===== src/rtl/hdb3_dec_mon.sv =====
// hdb3_dec_mon: HDB3/AMI bipolar line decoder with code-violation, excess-zeros and LOS monitoring.
// Optional saturating error counter enabled by defining HDB3_DEC_MON_ERRCNT_EN.
module hdb3_dec_mon #(
    parameter int LOS_ZEROS = 32,
    parameter int CNT_W     = 16
) (
    input  logic             clk,
    input  logic             rst_n,
    input  logic             mode,
    input  logic             in_pos,
    input  logic             in_neg,
    input  logic             in_valid,
    output logic             out_data,
    output logic             out_valid,
    output logic             out_cv,
    output logic             out_exz,
    output logic             los,
    input  logic             err_clr,
    output logic [CNT_W-1:0] err_cnt
);
    localparam logic [7:0] LZ = 8'(LOS_ZEROS);
    logic [3:0] sr;
    logic       pstate, vpol, vseen;
    logic [7:0] zcnt;
    logic       pulse, viol, cv_n, exz_n;
    assign pulse = in_pos ^ in_neg;
    assign viol  = pulse & ((in_pos & pstate) | (in_neg & ~pstate));
    assign cv_n  = in_valid & ((in_pos & in_neg) |
                   (viol & (mode | (zcnt < 8'd2) | (vseen & (vpol == in_pos)))));
    assign exz_n = in_valid & ~pulse & ~mode & (zcnt == 8'd3);
    // out_data takes the MSB before the update, so a bit leaves four symbols after entry
    always_ff @(posedge clk or negedge rst_n) begin
        if (!rst_n) begin
            out_data  <= 1'b0;
            out_valid <= 1'b0;
            out_cv    <= 1'b0;
            out_exz   <= 1'b0;
            los       <= 1'b0;
            sr        <= 4'b0;
            pstate    <= 1'b0;
            vpol      <= 1'b0;
            vseen     <= 1'b0;
            zcnt      <= 8'd0;
        end else begin
            out_valid <= in_valid;
            out_cv    <= cv_n;
            out_exz   <= exz_n;
            if (in_valid) begin
                out_data <= sr[3];
                if (!pulse) begin
                    sr   <= {sr[2:0], 1'b0};
                    zcnt <= (zcnt == LZ) ? zcnt : zcnt + 8'd1;
                    if (zcnt == LZ - 8'd1) los <= 1'b1;
                end else begin
                    zcnt <= 8'd0;
                    los  <= 1'b0;
                    if (!viol) begin
                        sr     <= {sr[2:0], 1'b1};
                        pstate <= ~pstate;
                    end else if (mode) begin
                        sr <= {sr[2:0], 1'b1};
                    end else begin
                        // B00V / 000V: the violation and the three symbols before it decode as zeros
                        sr    <= 4'b0;
                        vpol  <= in_pos;
                        vseen <= 1'b1;
                    end
                end
            end
        end
    end
`ifdef HDB3_DEC_MON_ERRCNT_EN
    logic err;
    assign err = cv_n | exz_n;
    always_ff @(posedge clk or negedge rst_n) begin
        if (!rst_n) err_cnt <= '0;
        else if (err_clr) err_cnt <= CNT_W'(err);
        else if (err && !(&err_cnt)) err_cnt <= err_cnt + CNT_W'(1);
    end
`else
    logic unused_err_clr;
    assign unused_err_clr = err_clr;
    assign err_cnt = '0;
`endif
endmodule


===== config.mk =====
export PLATFORM = sky130hd
export DESIGN_NAME = hdb3_dec_mon
export DESIGN_NICKNAME = d
export VERILOG_FILES = /design/src/rtl/hdb3_dec_mon.sv
export SDC_FILE = /design/constraint.sdc
export NUM_CORES = 1
export LEC_CHECK = 0
export BUFFER_PORTS_ARGS = -buffer_cell sky130_fd_sc_hd__buf_4
export CAP_MARGIN = 20
export CELL_PAD_IN_SITES_DETAIL_PLACEMENT = 0
export CELL_PAD_IN_SITES_GLOBAL_PLACEMENT = 2
export CORE_UTILIZATION = 25
export DETAILED_ROUTE_END_ITERATION = 8
export PLACE_DENSITY = 0.67
export REMOVE_ABC_BUFFERS = 1
export SLEW_MARGIN = 20
export SYNTH_ARGS = -nofsm -noshare
export SYNTH_HDL_FRONTEND = slang
export SYNTH_SLANG_ARGS = --single-unit
export TNS_END_PERCENT = 100

===== constraint.sdc =====
create_clock -name clk -period 1.7 [get_ports clk]
set_input_delay 0.085 -clock clk [delete_from_list [all_inputs] [get_ports clk]]
set_output_delay 0.085 -clock clk [all_outputs]
set_load 0.005 [all_outputs]

==> flow_metrics.tcl <==
set metrics [dict create \
    cts_tree "done" \
    place_congestion 0.738 \
    cts_setup_buffers 0 \
    grt_util_met2 0.161 \
    status "completed" \
    hpwl_mm 1.51 \
    grt_pass1_wl_mm 3.53 \
    fin_skew_ns 0.0110 \
    grt_use_met3 0.0345 \
    start_kind "flop" \
    hold_viol 0 \
    wl_mm 2.07 \
    layout-drive-gt1-share 0.197 \
    async_flop_share 1.00 \
    reg2reg_to "zcnt[6]" \
    dieArea_um2 4760 \
    cts.sinks 20 \
    min_period_over_period 0.895 \
    hp-class "input port to flop" \
    synthMuxAreaShare 0.0737 \
    cts-root-buf "clkbuf_8" \
    htree_levels 1 \
    finalPower_w 0.00131 \
    grt_max_degree 21 \
    synth-simple-area-share 0.163 \
    drc 0 \
    maxCapViolations 0 \
    synth_warnings 0 \
    synth_cell_types 37 \
    setup.worst_path.end_class "flop" \
    fin_tns_setup_ns 0 \
    ios 28 \
    leakagePower_nw 0.599 \
    synth_top_family_by_area "simple AND/OR/NAND/NOR gates" \
    numPortBuffers 10 \
    largestRegisters "zcnt x8, sr x4" \
    crit_fanout 6 \
    drtIter0Drc 61 \
    numCtsBuffers 3 \
    r2r_cells 4 \
    synth-edff-count 0 \
    grt_antenna_before_repair 0 \
    yosysSeqAreaShare 0.446 \
    startpoint "zcnt[0]" \
    synthFlopType "dfrtp_1" \
    top_usage_layer "met2" \
    avgSynthCellArea_um2 10.4 \
    setup_violations 0 \
    synth_seq_cells 20 \
    coreArea_um2 4140 \
    worst_ep_required_time_ns 1.91 \
    grt_use_total 0.102 \
    drv_slew 0 \
    num_rows 23 \
    reg2reg_from "zcnt[0]" \
    regMostFlops "zcnt" \
    fin_nets 133 \
    fmax_mhz 657 \
    routedWlPerCell_um 12.0 \
    diodes 0 \
    die_height_um 69.0 \
    cp.arrival_ns 1.73 \
    synth_compound_area_frac 0.136 \
    ant_nets 0 \
    insertion_delay_ns 0.26 \
    synthCells 108 \
    drt_first_pass_iters 4 \
    vias 792 \
    rsz0062_at_grt "false" \
    initial_core_util 0.271 \
    synth_area_um2 1120 \
    peakVddDrop_uv 550 \
    worstSetupPathType "flop to flop" \
    syn_to_final_growth_pct 14.5 \
    die_w_um 69.0 \
    min_period_ns 1.52 \
    via_per_inst 4.60 \
    synth_fa_ha_area_frac 0.0335 \
    grtUsageMet1 0.131 \
    path_clk_slew_ns 0.08 \
    cp-endpoint "zcnt[6]" \
    fin_area_um2 1280 \
    largest_register_ffs 8 \
    grt_overflow 0 \
    cts_buffer_depth 2 \
    grt_pass1_vias 761 \
    synth-xor-area-share 0.00781 \
    power.density_nw_per_um2 1020 \
    placed_cell_area_um2 1190 \
    reg2reg_slack_ns 0.18 \
]
## synthesized netlist by cell type (all sizes together) (3+ instances only)
cell,n,area share
dfrtp,20,0.45
buf,18,0.12
inv,6,0.020
mux2i,6,0.054
nor2,6,0.020
o21ai,5,0.022
nand3,4,0.022
a21oi,3,0.013
ha,3,0.033
nand2b,3,0.017
nor3,3,0.018
o31ai,3,0.020
or3,3,0.022
## placed cells by master, fill, tap and decap left out, types with 5 or more instances in the layout
| cell type | instances |
|---|---|
| buf_4 | 11 |
| conb_1 | 16 |
| dfrtp_1 | 20 |
| o21ai_0 | 5 |
| inv_1 | 6 |
| mux2i_1 | 6 |
| nor2_1 | 6 |
## metal layers
| layer | share of wire | vias to the layer above |
|---|---|---|
| li1 | - | 386 |
| met1 | 0.46 | 378 |
| met2 | 0.48 | 26 |
| met3 | 0.060 | 2 |
| met4 | 0.0039 | 0 |
| met5 | 0 | - |
## worst min-delay path by stage
stage,start,endpoint,slack (ns),depth (start not counted)
4_1_cts,in_neg,pstate,0.002,2
3_5_place_dp,rst_n,zcnt[0],-0.02,1
2_1_floorplan,rst_n,los,-0.21,0
3_3_place_gp,rst_n,zcnt[1],-0.02,1
6_report,in_valid,out_valid,0.06,1
5_1_grt,in_valid,out_valid,0.05,1
## critical path, stage by stage, from the launching register on
cell	delay, ns
dfrtp_1	0.47
ha_1	0.27
and4_2	0.27
nor4bb_1	0.32
a211o_1	0.14
## final cells by class
type | count | area (um2)
well taps | 50 | 62.6
multi-input cells | 79 | 524
inverters | 6 | 22.5
clock buffers | 3 | 41.3
fillers | 467 | 2860
flip-flops and latches | 20 | 500
repair buffers | 13 | 103
clock inverters | 1 | 30.0
## through the flow
stage,setup WS (ns),std cells,utilization,hold WS [ns]
2_1_floorplan,0.318,105,-,-0.211
3_3_place_gp,0.235,166,0.288,-0.0171
3_5_place_dp,0.220,166,0.288,-0.0182
4_1_cts,0.180,171,0.307,0.00187
5_1_grt,0.0286,172,0.310,0.0497
6_report,0.178,172,0.310,0.0617
## report_power, final
group          switching (W)  internal (W)  total (W)  leakage, nW
sequential         0.0000573      0.000541   0.000599        0.259
combinational       0.000116      0.000120   0.000236        0.304
clock               0.000166      0.000315   0.000481       0.0357
## logic make-up after synthesis
kind of cell | after synthesis
compound gates | 22
xor+xnor | 1
mux | 8
simple gates | 29
flops | 20
other cells | 1
fa+ha+maj | 3
buf+inv | 24
## what timing repair did
item | CTS | global route
gates resized for setup | 0 | 0
hold buffers | 1 | 1
endpoints found under the hold margin | 20 | 1
No activity file was read; power rests on OpenSTA's default activity.
